`src/rtl/cpu_regfile_scoreboard_if.sv`:
```
// Bundle for the register file: decode-side reads and reservations, the two
// writeback ports, and the clear engine handshake. The master modport is the
// datapath side and the slave modport is the register file.
interface cpu_regfile_scoreboard_if #(
    parameter int DATA_WIDTH          = 8,
    parameter int NUMBER_OF_REGISTERS = 8
);
    localparam int AW = $clog2(NUMBER_OF_REGISTERS);

    // ALU writeback port
    logic                         alu_write_enable_in;
    logic [AW-1:0]                alu_write_address_in;
    logic signed [DATA_WIDTH-1:0] alu_write_data_in;

    // Load writeback port (also retires the reservation)
    logic                         load_write_enable_in;
    logic [AW-1:0]                load_write_address_in;
    logic signed [DATA_WIDTH-1:0] load_write_data_in;

    // Reservation from decode when a load issues
    logic                         reserve_enable_in;
    logic [AW-1:0]                reserve_address_in;

    // Two combinational read ports with scoreboard status
    logic [AW-1:0]                read_register_address1_in;
    logic [AW-1:0]                read_register_address2_in;
    logic signed [DATA_WIDTH-1:0] read_data1_out;
    logic signed [DATA_WIDTH-1:0] read_data2_out;
    logic                         busy1_out;
    logic                         busy2_out;

    // Sequential clear engine
    logic                         clear_start_in;
    logic                         clear_busy_out;
    logic                         clear_done_out;

    modport master (
        output alu_write_enable_in, alu_write_address_in, alu_write_data_in,
        output load_write_enable_in, load_write_address_in, load_write_data_in,
        output reserve_enable_in, reserve_address_in,
        output read_register_address1_in, read_register_address2_in,
        output clear_start_in,
        input  read_data1_out, read_data2_out, busy1_out, busy2_out,
        input  clear_busy_out, clear_done_out
    );

    modport slave (
        input  alu_write_enable_in, alu_write_address_in, alu_write_data_in,
        input  load_write_enable_in, load_write_address_in, load_write_data_in,
        input  reserve_enable_in, reserve_address_in,
        input  read_register_address1_in, read_register_address2_in,
        input  clear_start_in,
        output read_data1_out, read_data2_out, busy1_out, busy2_out,
        output clear_busy_out, clear_done_out
    );
endinterface

```
`src/rtl/cpu_regfile_scoreboard.sv`:
```
// Two-write, two-read CPU register file with r0 hardwired to zero, a
// per-register load scoreboard, and a sequential clear engine that zeroes
// r1..rN-1 one register per cycle without using reset.
// Optional feature: define REGFILE_BYPASS_EN to forward same-cycle write data
// to the read ports (load data over ALU data, never for r0, never while the
// clear engine is running). Busy bits are never forwarded.
module cpu_regfile_scoreboard #(
    parameter int DATA_WIDTH          = 8,
    parameter int NUMBER_OF_REGISTERS = 8
) (
    input logic                    clock_in,
    input logic                    reset_in,
    cpu_regfile_scoreboard_if.slave bus
);
    localparam int AW = $clog2(NUMBER_OF_REGISTERS);

    typedef logic [AW-1:0]                addr_t;
    typedef logic signed [DATA_WIDTH-1:0] data_t;
    typedef enum logic [1:0] {ST_IDLE, ST_CLEAR, ST_DONE} state_t;

    localparam addr_t FIRST_IDX = AW'(1);
    localparam addr_t LAST_IDX  = AW'(NUMBER_OF_REGISTERS - 1);

    data_t                          regs_q [NUMBER_OF_REGISTERS];
    data_t                          regs_d [NUMBER_OF_REGISTERS];
    logic [NUMBER_OF_REGISTERS-1:0] busy_q, busy_d;
    state_t                         state_q, state_d;
    addr_t                          idx_q, idx_d;

    // Combinational read of one port: array contents, optionally overridden by
    // a write landing on this edge.
    function automatic data_t read_port(input addr_t a);
        data_t v;
        v = (a == '0) ? '0 : regs_q[a];
`ifdef REGFILE_BYPASS_EN
        if (state_q == ST_IDLE && a != '0) begin
            if (bus.load_write_enable_in && bus.load_write_address_in == a)
                v = bus.load_write_data_in;
            else if (bus.alu_write_enable_in && bus.alu_write_address_in == a)
                v = bus.alu_write_data_in;
        end
`endif
        return v;
    endfunction

    // Next-state for the array, scoreboard and clear engine.
    always_comb begin
        // NOTE: every target gets a default first so no path leaves it unassigned and no latch is inferred.
        regs_d  = regs_q;
        busy_d  = busy_q;
        state_d = state_q;
        idx_d   = idx_q;

        unique case (state_q)
            ST_IDLE: begin
                // Load is applied after ALU so it wins an address collision.
                if (bus.alu_write_enable_in && bus.alu_write_address_in != '0)
                    regs_d[bus.alu_write_address_in] = bus.alu_write_data_in;
                if (bus.load_write_enable_in && bus.load_write_address_in != '0) begin
                    regs_d[bus.load_write_address_in] = bus.load_write_data_in;
                    busy_d[bus.load_write_address_in] = 1'b0;
                end
                // Reservation applied last so a same-edge retire cannot drop it.
                if (bus.reserve_enable_in && bus.reserve_address_in != '0)
                    busy_d[bus.reserve_address_in] = 1'b1;
                if (bus.clear_start_in) begin
                    state_d = ST_CLEAR;
                    idx_d   = FIRST_IDX;
                end
            end
            ST_CLEAR: begin
                regs_d[idx_q] = '0;
                busy_d[idx_q] = 1'b0;
                if (idx_q == LAST_IDX) state_d = ST_DONE;
                else                   idx_d   = idx_q + FIRST_IDX;
            end
            ST_DONE: begin
                state_d = ST_IDLE;
                idx_d   = FIRST_IDX;
            end
            default: begin
                state_d = ST_IDLE;
                idx_d   = FIRST_IDX;
            end
        endcase
    end

    // State registers; reset clears the whole array so reads are zero at once.
    always_ff @(posedge clock_in or negedge reset_in) begin
        if (!reset_in) begin
            // NOTE: the array is reset deliberately: reads must return zero while reset is held, so this stays a flop array, not a RAM.
            for (int i = 0; i < NUMBER_OF_REGISTERS; i++) regs_q[i] <= '0;
            busy_q  <= '0;
            state_q <= ST_IDLE;
            idx_q   <= FIRST_IDX;
        end else begin
            // NOTE: non-blocking assignments so every flop samples the pre-edge value of its _d.
            regs_q  <= regs_d;
            busy_q  <= busy_d;
            state_q <= state_d;
            idx_q   <= idx_d;
        end
    end

    // Read ports, scoreboard status and clear engine status.
    always_comb begin
        bus.read_data1_out = read_port(bus.read_register_address1_in);
        bus.read_data2_out = read_port(bus.read_register_address2_in);
        bus.busy1_out      = (bus.read_register_address1_in != '0) &&
                             busy_q[bus.read_register_address1_in];
        bus.busy2_out      = (bus.read_register_address2_in != '0) &&
                             busy_q[bus.read_register_address2_in];
        bus.clear_busy_out = (state_q != ST_IDLE);
        bus.clear_done_out = (state_q == ST_DONE);
    end
endmodule
```
`src/flat_wrapper.sv`:
```
// flat-port wrapper written by rule: the top's interface ports become plain ports
module cpu_regfile_scoreboard_flat 
#(
    parameter int DATA_WIDTH          = 8,
    parameter int NUMBER_OF_REGISTERS = 8
)
  (clock_in, reset_in, bus_alu_write_enable_in, bus_alu_write_address_in, bus_alu_write_data_in, bus_load_write_enable_in, bus_load_write_address_in, bus_load_write_data_in, bus_reserve_enable_in, bus_reserve_address_in, bus_read_register_address1_in, bus_read_register_address2_in, bus_clear_start_in, bus_read_data1_out, bus_read_data2_out, bus_busy1_out, bus_busy2_out, bus_clear_busy_out, bus_clear_done_out);
  cpu_regfile_scoreboard_if #(.DATA_WIDTH(DATA_WIDTH), .NUMBER_OF_REGISTERS(NUMBER_OF_REGISTERS)) bus_i ();
  input logic clock_in;
  input logic reset_in;
  input wire logic [$bits(bus_i.alu_write_enable_in)-1:0] bus_alu_write_enable_in;
  input wire logic [$bits(bus_i.alu_write_address_in)-1:0] bus_alu_write_address_in;
  input wire logic [$bits(bus_i.alu_write_data_in)-1:0] bus_alu_write_data_in;
  input wire logic [$bits(bus_i.load_write_enable_in)-1:0] bus_load_write_enable_in;
  input wire logic [$bits(bus_i.load_write_address_in)-1:0] bus_load_write_address_in;
  input wire logic [$bits(bus_i.load_write_data_in)-1:0] bus_load_write_data_in;
  input wire logic [$bits(bus_i.reserve_enable_in)-1:0] bus_reserve_enable_in;
  input wire logic [$bits(bus_i.reserve_address_in)-1:0] bus_reserve_address_in;
  input wire logic [$bits(bus_i.read_register_address1_in)-1:0] bus_read_register_address1_in;
  input wire logic [$bits(bus_i.read_register_address2_in)-1:0] bus_read_register_address2_in;
  input wire logic [$bits(bus_i.clear_start_in)-1:0] bus_clear_start_in;
  output wire logic [$bits(bus_i.read_data1_out)-1:0] bus_read_data1_out;
  output wire logic [$bits(bus_i.read_data2_out)-1:0] bus_read_data2_out;
  output wire logic [$bits(bus_i.busy1_out)-1:0] bus_busy1_out;
  output wire logic [$bits(bus_i.busy2_out)-1:0] bus_busy2_out;
  output wire logic [$bits(bus_i.clear_busy_out)-1:0] bus_clear_busy_out;
  output wire logic [$bits(bus_i.clear_done_out)-1:0] bus_clear_done_out;
  assign bus_i.alu_write_enable_in = bus_alu_write_enable_in;
  assign bus_i.alu_write_address_in = bus_alu_write_address_in;
  assign bus_i.alu_write_data_in = bus_alu_write_data_in;
  assign bus_i.load_write_enable_in = bus_load_write_enable_in;
  assign bus_i.load_write_address_in = bus_load_write_address_in;
  assign bus_i.load_write_data_in = bus_load_write_data_in;
  assign bus_i.reserve_enable_in = bus_reserve_enable_in;
  assign bus_i.reserve_address_in = bus_reserve_address_in;
  assign bus_i.read_register_address1_in = bus_read_register_address1_in;
  assign bus_i.read_register_address2_in = bus_read_register_address2_in;
  assign bus_i.clear_start_in = bus_clear_start_in;
  assign bus_read_data1_out = bus_i.read_data1_out;
  assign bus_read_data2_out = bus_i.read_data2_out;
  assign bus_busy1_out = bus_i.busy1_out;
  assign bus_busy2_out = bus_i.busy2_out;
  assign bus_clear_busy_out = bus_i.clear_busy_out;
  assign bus_clear_done_out = bus_i.clear_done_out;
  cpu_regfile_scoreboard #(.DATA_WIDTH(DATA_WIDTH), .NUMBER_OF_REGISTERS(NUMBER_OF_REGISTERS)) u_core (.clock_in(clock_in), .reset_in(reset_in), .bus(bus_i));
endmodule
```
`config.mk`:
```
export PLATFORM = sky130hd
export DESIGN_NAME = cpu_regfile_scoreboard_flat
export DESIGN_NICKNAME = d
export VERILOG_FILES = /design/src/rtl/cpu_regfile_scoreboard_if.sv /design/src/rtl/cpu_regfile_scoreboard.sv /design/src/flat_wrapper.sv
export SDC_FILE = /design/constraint.sdc
export NUM_CORES = 1
export LEC_CHECK = 0
export BUFFER_PORTS_ARGS = -buffer_cell sky130_fd_sc_hd__buf_2
export CAP_MARGIN = 5
export CORE_MARGIN = 8
export CORE_UTILIZATION = 53
export DETAILED_ROUTE_END_ITERATION = 16
export GPL_ROUTABILITY_DRIVEN = 0
export GPL_TIMING_DRIVEN = 0
export PLACE_DENSITY = 0.88
export SLEW_MARGIN = 20
export SYNTH_ARGS = -nofsm -noshare
export SYNTH_HDL_FRONTEND = slang
export SYNTH_SLANG_ARGS = --single-unit
```
`constraint.sdc`:
```
create_clock -name clock_in -period 1.8 [get_ports clock_in]
set_clock_uncertainty 0.2 [all_clocks]
set_input_delay 0.18 -clock clock_in [delete_from_list [all_inputs] [get_ports clock_in]]
set_output_delay 0.18 -clock clock_in [all_outputs]
set_load 0.02 [all_outputs]
```
# Word-level counts from Yosys, hierarchy flattened

Index checks and enable logic that the tools add are counted.
Widths: inputs -> output; s select.

Flip-flop bits (word level): 77
Bits of input ports: 37
Output and inout bits: 20
Logic and storage cells: 109

Add/sub/neg operators: 1
Magnitude comparators: 16
Eq/ne operators: 6
Multiplexer cells: 40
Bitwise operators: 12
Reductions and logical operators: 23

Operators by type and width:

| operator           | count |
|---|---|
| $mux 64            | 3 |
| $bwmux 64          | 2 |
| $pmux 64 s2        | 1 |
| $mux 8             | 12 |
| $demux 8 s3        | 3 |
| $and 64x64->64     | 1 |
| $not 64->64        | 1 |
| $bmux 8 s3         | 2 |
| $ge 4x4->1 const B | 5 |
| $lt 3x4->1 const B | 5 |
| $not 3->4          | 5 |
| $and 8x8->8        | 2 |
| $not 8->8          | 2 |
| $pmux 8 s2         | 1 |
| $reduce_bool 3->1  | 5 |
| $lt 4x1->1 const B | 3 |
| $logic_and 1x1->1  | 11 |
| $demux 1 s3        | 3 |
| $ge 3x1->1 const B | 3 |
| $or 8x8->8         | 1 |
| $bmux 1 s3         | 2 |
| $logic_not 3->1    | 2 |
| $mux 3             | 2 |
| $pmux 3 s2         | 1 |
| 12 further kinds   | 20 |

# Logic depth before layout (Yosys ltp)

Depth after elaboration: 11
Mapped depth: 6
Depth with buffers taken out: 5

# Least setup slack after synthesis

OpenSTA, ideal clock, no wires.

Path kind: input -> output
Start: input bus_read_register_address1_in[0]
End: output bus_busy1_out
Data arrival time: 1.458 ns
Required time: 1.420 ns
Path slack: -0.038 ns
Stages: 5
Path buffers: 2
Path through: buf_2 -> buf_2 -> mux4_2 -> nand2_1 -> o21ai_0

Cells in the longest elaborated chain, start to end: 3
Elaborated cells between the ends (all ways): 4
Classes of those cells: mux: 2; reduce/logical: 2

RTL lines:

| what                         | line                          | RTL |
|---|---|---|
| start: declaration           | flat_wrapper.sv:19            | `input wire logic [$bits(bus_i.read_register_address1_in)-1:0] bus_read_register_address1_in;` |
| $bmux 1 s3                   | cpu_regfile_scoreboard.sv:110 | `busy_q[bus.read_register_address1_in];` |
| $mux 1 (implied by the code) | cpu_regfile_scoreboard.sv:110 |  |
| $logic_and 1x1->1 *          | cpu_regfile_scoreboard.sv:109 | `bus.busy1_out = (bus.read_register_address1_in != '0) &&` |
| end: declaration             | flat_wrapper.sv:24            | `output wire logic [$bits(bus_i.busy1_out)-1:0] bus_busy1_out;` |

Mark *: on every way between the ends. The rest lies on a longest branch, timed or not. The select of a mux whose other input is x is not followed.

# Final worst setup path

Start: register u_core.regs_q[53] in the netlist's numbering
End: output bus_read_data2_out[5]

Cells in the longest elaborated chain, start to end: 4

RTL lines:

| what                                       | line                         | RTL |
|---|---|---|
| start: declaration                         | cpu_regfile_scoreboard.sv:24 | `data_t regs_q [NUMBER_OF_REGISTERS];` |
| start signal: assignment                   | cpu_regfile_scoreboard.sv:98 | `regs_q <= regs_d;` |
| $bmux 8 s3                                 | cpu_regfile_scoreboard.sv:34 | `v = (a == '0) ? '0 : regs_q[a];` |
| $mux 8 (implied by the code) (2 in series) | cpu_regfile_scoreboard.sv:34 |  |
| $mux 8                                     | cpu_regfile_scoreboard.sv:34 |  |
| end: declaration                           | flat_wrapper.sv:23           | `output wire logic [$bits(bus_i.read_data2_out)-1:0] bus_read_data2_out;` |

Every way passes these cells. The select of a mux whose other input is x is not followed.

==> results_dict.tcl <==
set metrics [dict create \
    drc_errors 0 \
    timing.slew.headroom 0.409 \
    drive_gt1_frac 0.550 \
    hold_viol_final 0 \
    hp-class "in2reg" \
    postRouteWirelength_mm 26.0 \
    crit_arrival_ps 1900 \
    cts_made_buffers 9 \
    synth_top_flop_cell "sky130_fd_sc_hd__dfrtp_1" \
    timing.final.crit_period_ps 2280 \
    antenna_cells 0 \
    synth_cell_type_count 40 \
    ir_drop_mv 0.798 \
    syn_avg_cell_area_um2 10.5 \
    rows 35 \
    final_core_utilization 0.781 \
    power_leakage_nw 2.98 \
    violated_checks "setup timing" \
    route.vias.total 6076 \
    power_density_mw_per_mm2 1620 \
    number_of_cells_in_the_design_after_placement 616 \
    start_util 0.534 \
    critPathKind "reg2out" \
    synth-edff-count 0 \
    combined_area_of_the_multi_input_logic_cells_mm2 0.00357 \
    wl_per_cell_um 37.0 \
    async_sr_flop_fraction 1.00 \
    worstPathRequired_ps 1420 \
    critical-path-slowest-cell "sky130_fd_sc_hd__a221oi_4" \
    die-width_um 111 \
    dr_iter_0_viols 1228 \
    max_freq_ghz 0.438 \
    tritoncts "done" \
    grt_util_met1 0.384 \
    cts-root-to-sink-buffers 2 \
    detailed_place_hpwl_mm 11.3 \
    place.port_buffers 46 \
    global_route_wire_length_before_repair_mm 34.0 \
    seq_area_mm2 0.00170 \
    ys_seq_area_frac 0.353 \
    design.core.area_mm2 0.00902 \
    grt_usage 0.353 \
    cts-root-buf "sky130_fd_sc_hd__clkbuf_8" \
    place_ws_ps -265 \
    ys_warn_count 0 \
    crit_fanout 3 \
    grt_pass1_vias 5788 \
    die_y_um 111 \
    fin_crit_sh 1.27 \
    post_synth_instance_area_mm2 0.00482 \
    worstSkewPairLatency_ps 390 \
    overall_overflow_remaining_after_global_route 0 \
    worst_slack_ps -481 \
    netlist_instances 458 \
    worst_path_largest_cell_delay_ps 460 \
    status "finished with violations" \
    postSynthRegisterBits 68 \
    cts.htree.levels 3 \
    grt_setup_unrepaired "true" \
    drt_pass1_iterations 11 \
    drv_cap 0 \
    worst_pin_slew_ps 884 \
    total_nets_after_synthesis 497 \
    initial_antenna_violation_count 0 \
    setup-violations-final 64 \
    grt_util_met2 0.512 \
    path_cells "mux2_4, a221oi_4, a21oi_4, buf_6" \
    ant_nets 0 \
    critical_path.endpoint_type "primary output" \
    post_layout_nonfiller_instances 702 \
    clock_sinks 68 \
    finish.net_count 625 \
    floorplan.io_pins 57 \
    cp-start-kind "flip-flop" \
    grt-busiest-layer "met2" \
    maxSlewViolCount 0 \
    area.growth.synth_to_final_pct 46.1 \
    grt_start_max_net_pins 39 \
    dieArea_mm2 0.0124 \
    fillCellCount 454 \
    groute.layer.met3.usage 0.172 \
    clk_pin_slew_worst_paths_ps 80 \
    routed_via_density 8.66 \
]
==> cells in the final DEF, fill, tap and decap left out, types with 6 or more instances in the layout <==
cell / Yosys / routed
sky130_fd_sc_hd__mux2_4: 0 / 13
sky130_fd_sc_hd__mux2i_1: 62 / 61
sky130_fd_sc_hd__buf_4: 1 / 76
sky130_fd_sc_hd__inv_1: 24 / 14
sky130_fd_sc_hd__o221ai_1: 55 / 27
sky130_fd_sc_hd__nand3_1: 50 / 30
sky130_fd_sc_hd__nand3_2: 7 / 18
sky130_fd_sc_hd__nand3_4: 0 / 9
sky130_fd_sc_hd__clkbuf_1: 13 / 6
sky130_fd_sc_hd__inv_2: 0 / 10
sky130_fd_sc_hd__nand2_2: 0 / 13
sky130_fd_sc_hd__buf_2: 24 / 37
sky130_fd_sc_hd__dlygate4sd3_1: 0 / 6
sky130_fd_sc_hd__nand4b_1: 8 / 8
sky130_fd_sc_hd__o221ai_2: 1 / 29
sky130_fd_sc_hd__clkbuf_2: 3 / 9
sky130_fd_sc_hd__mux2_2: 20 / 7
sky130_fd_sc_hd__buf_6: 2 / 20
sky130_fd_sc_hd__clkbuf_8: 0 / 11
sky130_fd_sc_hd__a21oi_2: 0 / 11
sky130_fd_sc_hd__dfrtp_1: 67 / 66
sky130_fd_sc_hd__mux4_2: 18 / 18
sky130_fd_sc_hd__a221oi_4: 0 / 9
sky130_fd_sc_hd__a21oi_1: 19 / 7
==> flip-flops by register name, summed over array words and instances (netlist names) <==
signal / count
u_core.idx_q: 3
u_core.busy_q: 7
u_core.state_q: 2
u_core.regs_q: 56
==> worst max-delay path: cells and delay by family (launching register included) <==
kind                   cells  cell delay (ps)
buffers and inverters      1              190
flip-flops                 1              420
AO/OA/AOI/OAI              2              580
multiplexers               1              320
==> layout make-up <==
cell class,count,area share
clock inverters,4,0.0135
multi-input cells,320,0.508
well taps,111,0.0197
inverters,24,0.0128
repair buffers,119,0.136
plain buffers,44,0.0462
flip-flops and latches,68,0.242
clock buffers,12,0.0220
==> repair_timing <==
action	CTS	global route
hold buffers	6	0
setup endpoints to repair	81	80
gates resized for setup	119	118
pin swaps	25	23
cloned	3	0
hold endpoints to repair	77	0
buffers inserted	42	21
==> layer usage <==
metal	share of wire	vias up	wire length [um]
li1	-	2095	-
met1	0.31	2780	8020
met2	0.41	855	10700
met3	0.16	346	4230
met4	0.12	0	3050
met5	0	-	0
==> path summary, 6_finish.rpt <==
| check | slack, ps | to | cells past startpoint | from |
|---|---|---|---|---|
| worst max register to register | -230 | u_core.regs_q[25]$_DFFE_PN0P_ | 5 | u_core.state_q[1]$_DFFE_PN0P_ |
| min in group asynchronous | 90 | u_core.regs_q[48]$_DFFE_PN0P_ | 2 | reset_in |
| max in group asynchronous | 670 | u_core.idx_q[0]$_DFFE_PN1P_ | 3 | reset_in |
| worst max-delay path | -480 | bus_read_data2_out[5] | 4 | u_core.regs_q[53]$_DFFE_PN0P_ |
| worst min register to register | 380 | u_core.busy_q[3]$_DFFE_PN0P_ | 2 | u_core.busy_q[3]$_DFFE_PN0P_ |
| worst min-delay path | 50 | u_core.regs_q[51]$_DFFE_PN0P_ | 3 | bus_alu_write_data_in[3] |
==> synthesized netlist by cell type (all sizes together), types with 3 or more instances <==
master,instances,area share
dfrtp,67,0.35
mux2i,62,0.13
nand3,57,0.066
o221ai,56,0.10
buf,30,0.033
inv,24,0.019
mux2,20,0.047
a21oi,19,0.020
mux4,18,0.084
nand2,18,0.014
a221oi,16,0.029
clkbuf,16,0.013
nand4b,8,0.015
nand4bb,7,0.016
nor2,5,0.0039
nor2b,4,0.0052
nor4bb,3,0.0062
o21ai,3,0.0031
o22ai,3,0.0039
or4b,3,0.0070
==> report_power, final <==
group	leakage, nW	switching [mW]	internal (mW)
sequential	0.912	0.864	2.14
clock	0.127	0.712	0.995
combinational	1.94	3.64	3.05
total	2.98	5.21	6.18
==> logic make-up (layout without fill, tap and decap cells) <==
family,Yosys count,count (layout),share of synthesized area
flip-flops,68,68,0.353
adder cells (fa/ha/maj),2,2,0.00519
XOR/XNOR,1,1,0.00182
AND/OR/NAND/NOR,113,113,0.144
AO/OA/AOI/OAI,104,104,0.171
buffers and inverters,70,203,0.0654
multiplexers,100,100,0.260
==> per-stage QoR <==
step                TNS [ps]  power [mW]  instance area (um2)  hold slack (ps)
global route          -10640        11.6                 7040             57.5
CTS                    -3560        9.24                 6390             50.0
detailed placement    -10770        6.16                 5210            -41.5
finish                 -9310        11.4                 7040             52.5
global placement       -7620        5.89                 5190              261
floorplan                  0        5.08                 4820             -316
(Power assumes the default switching activity.)
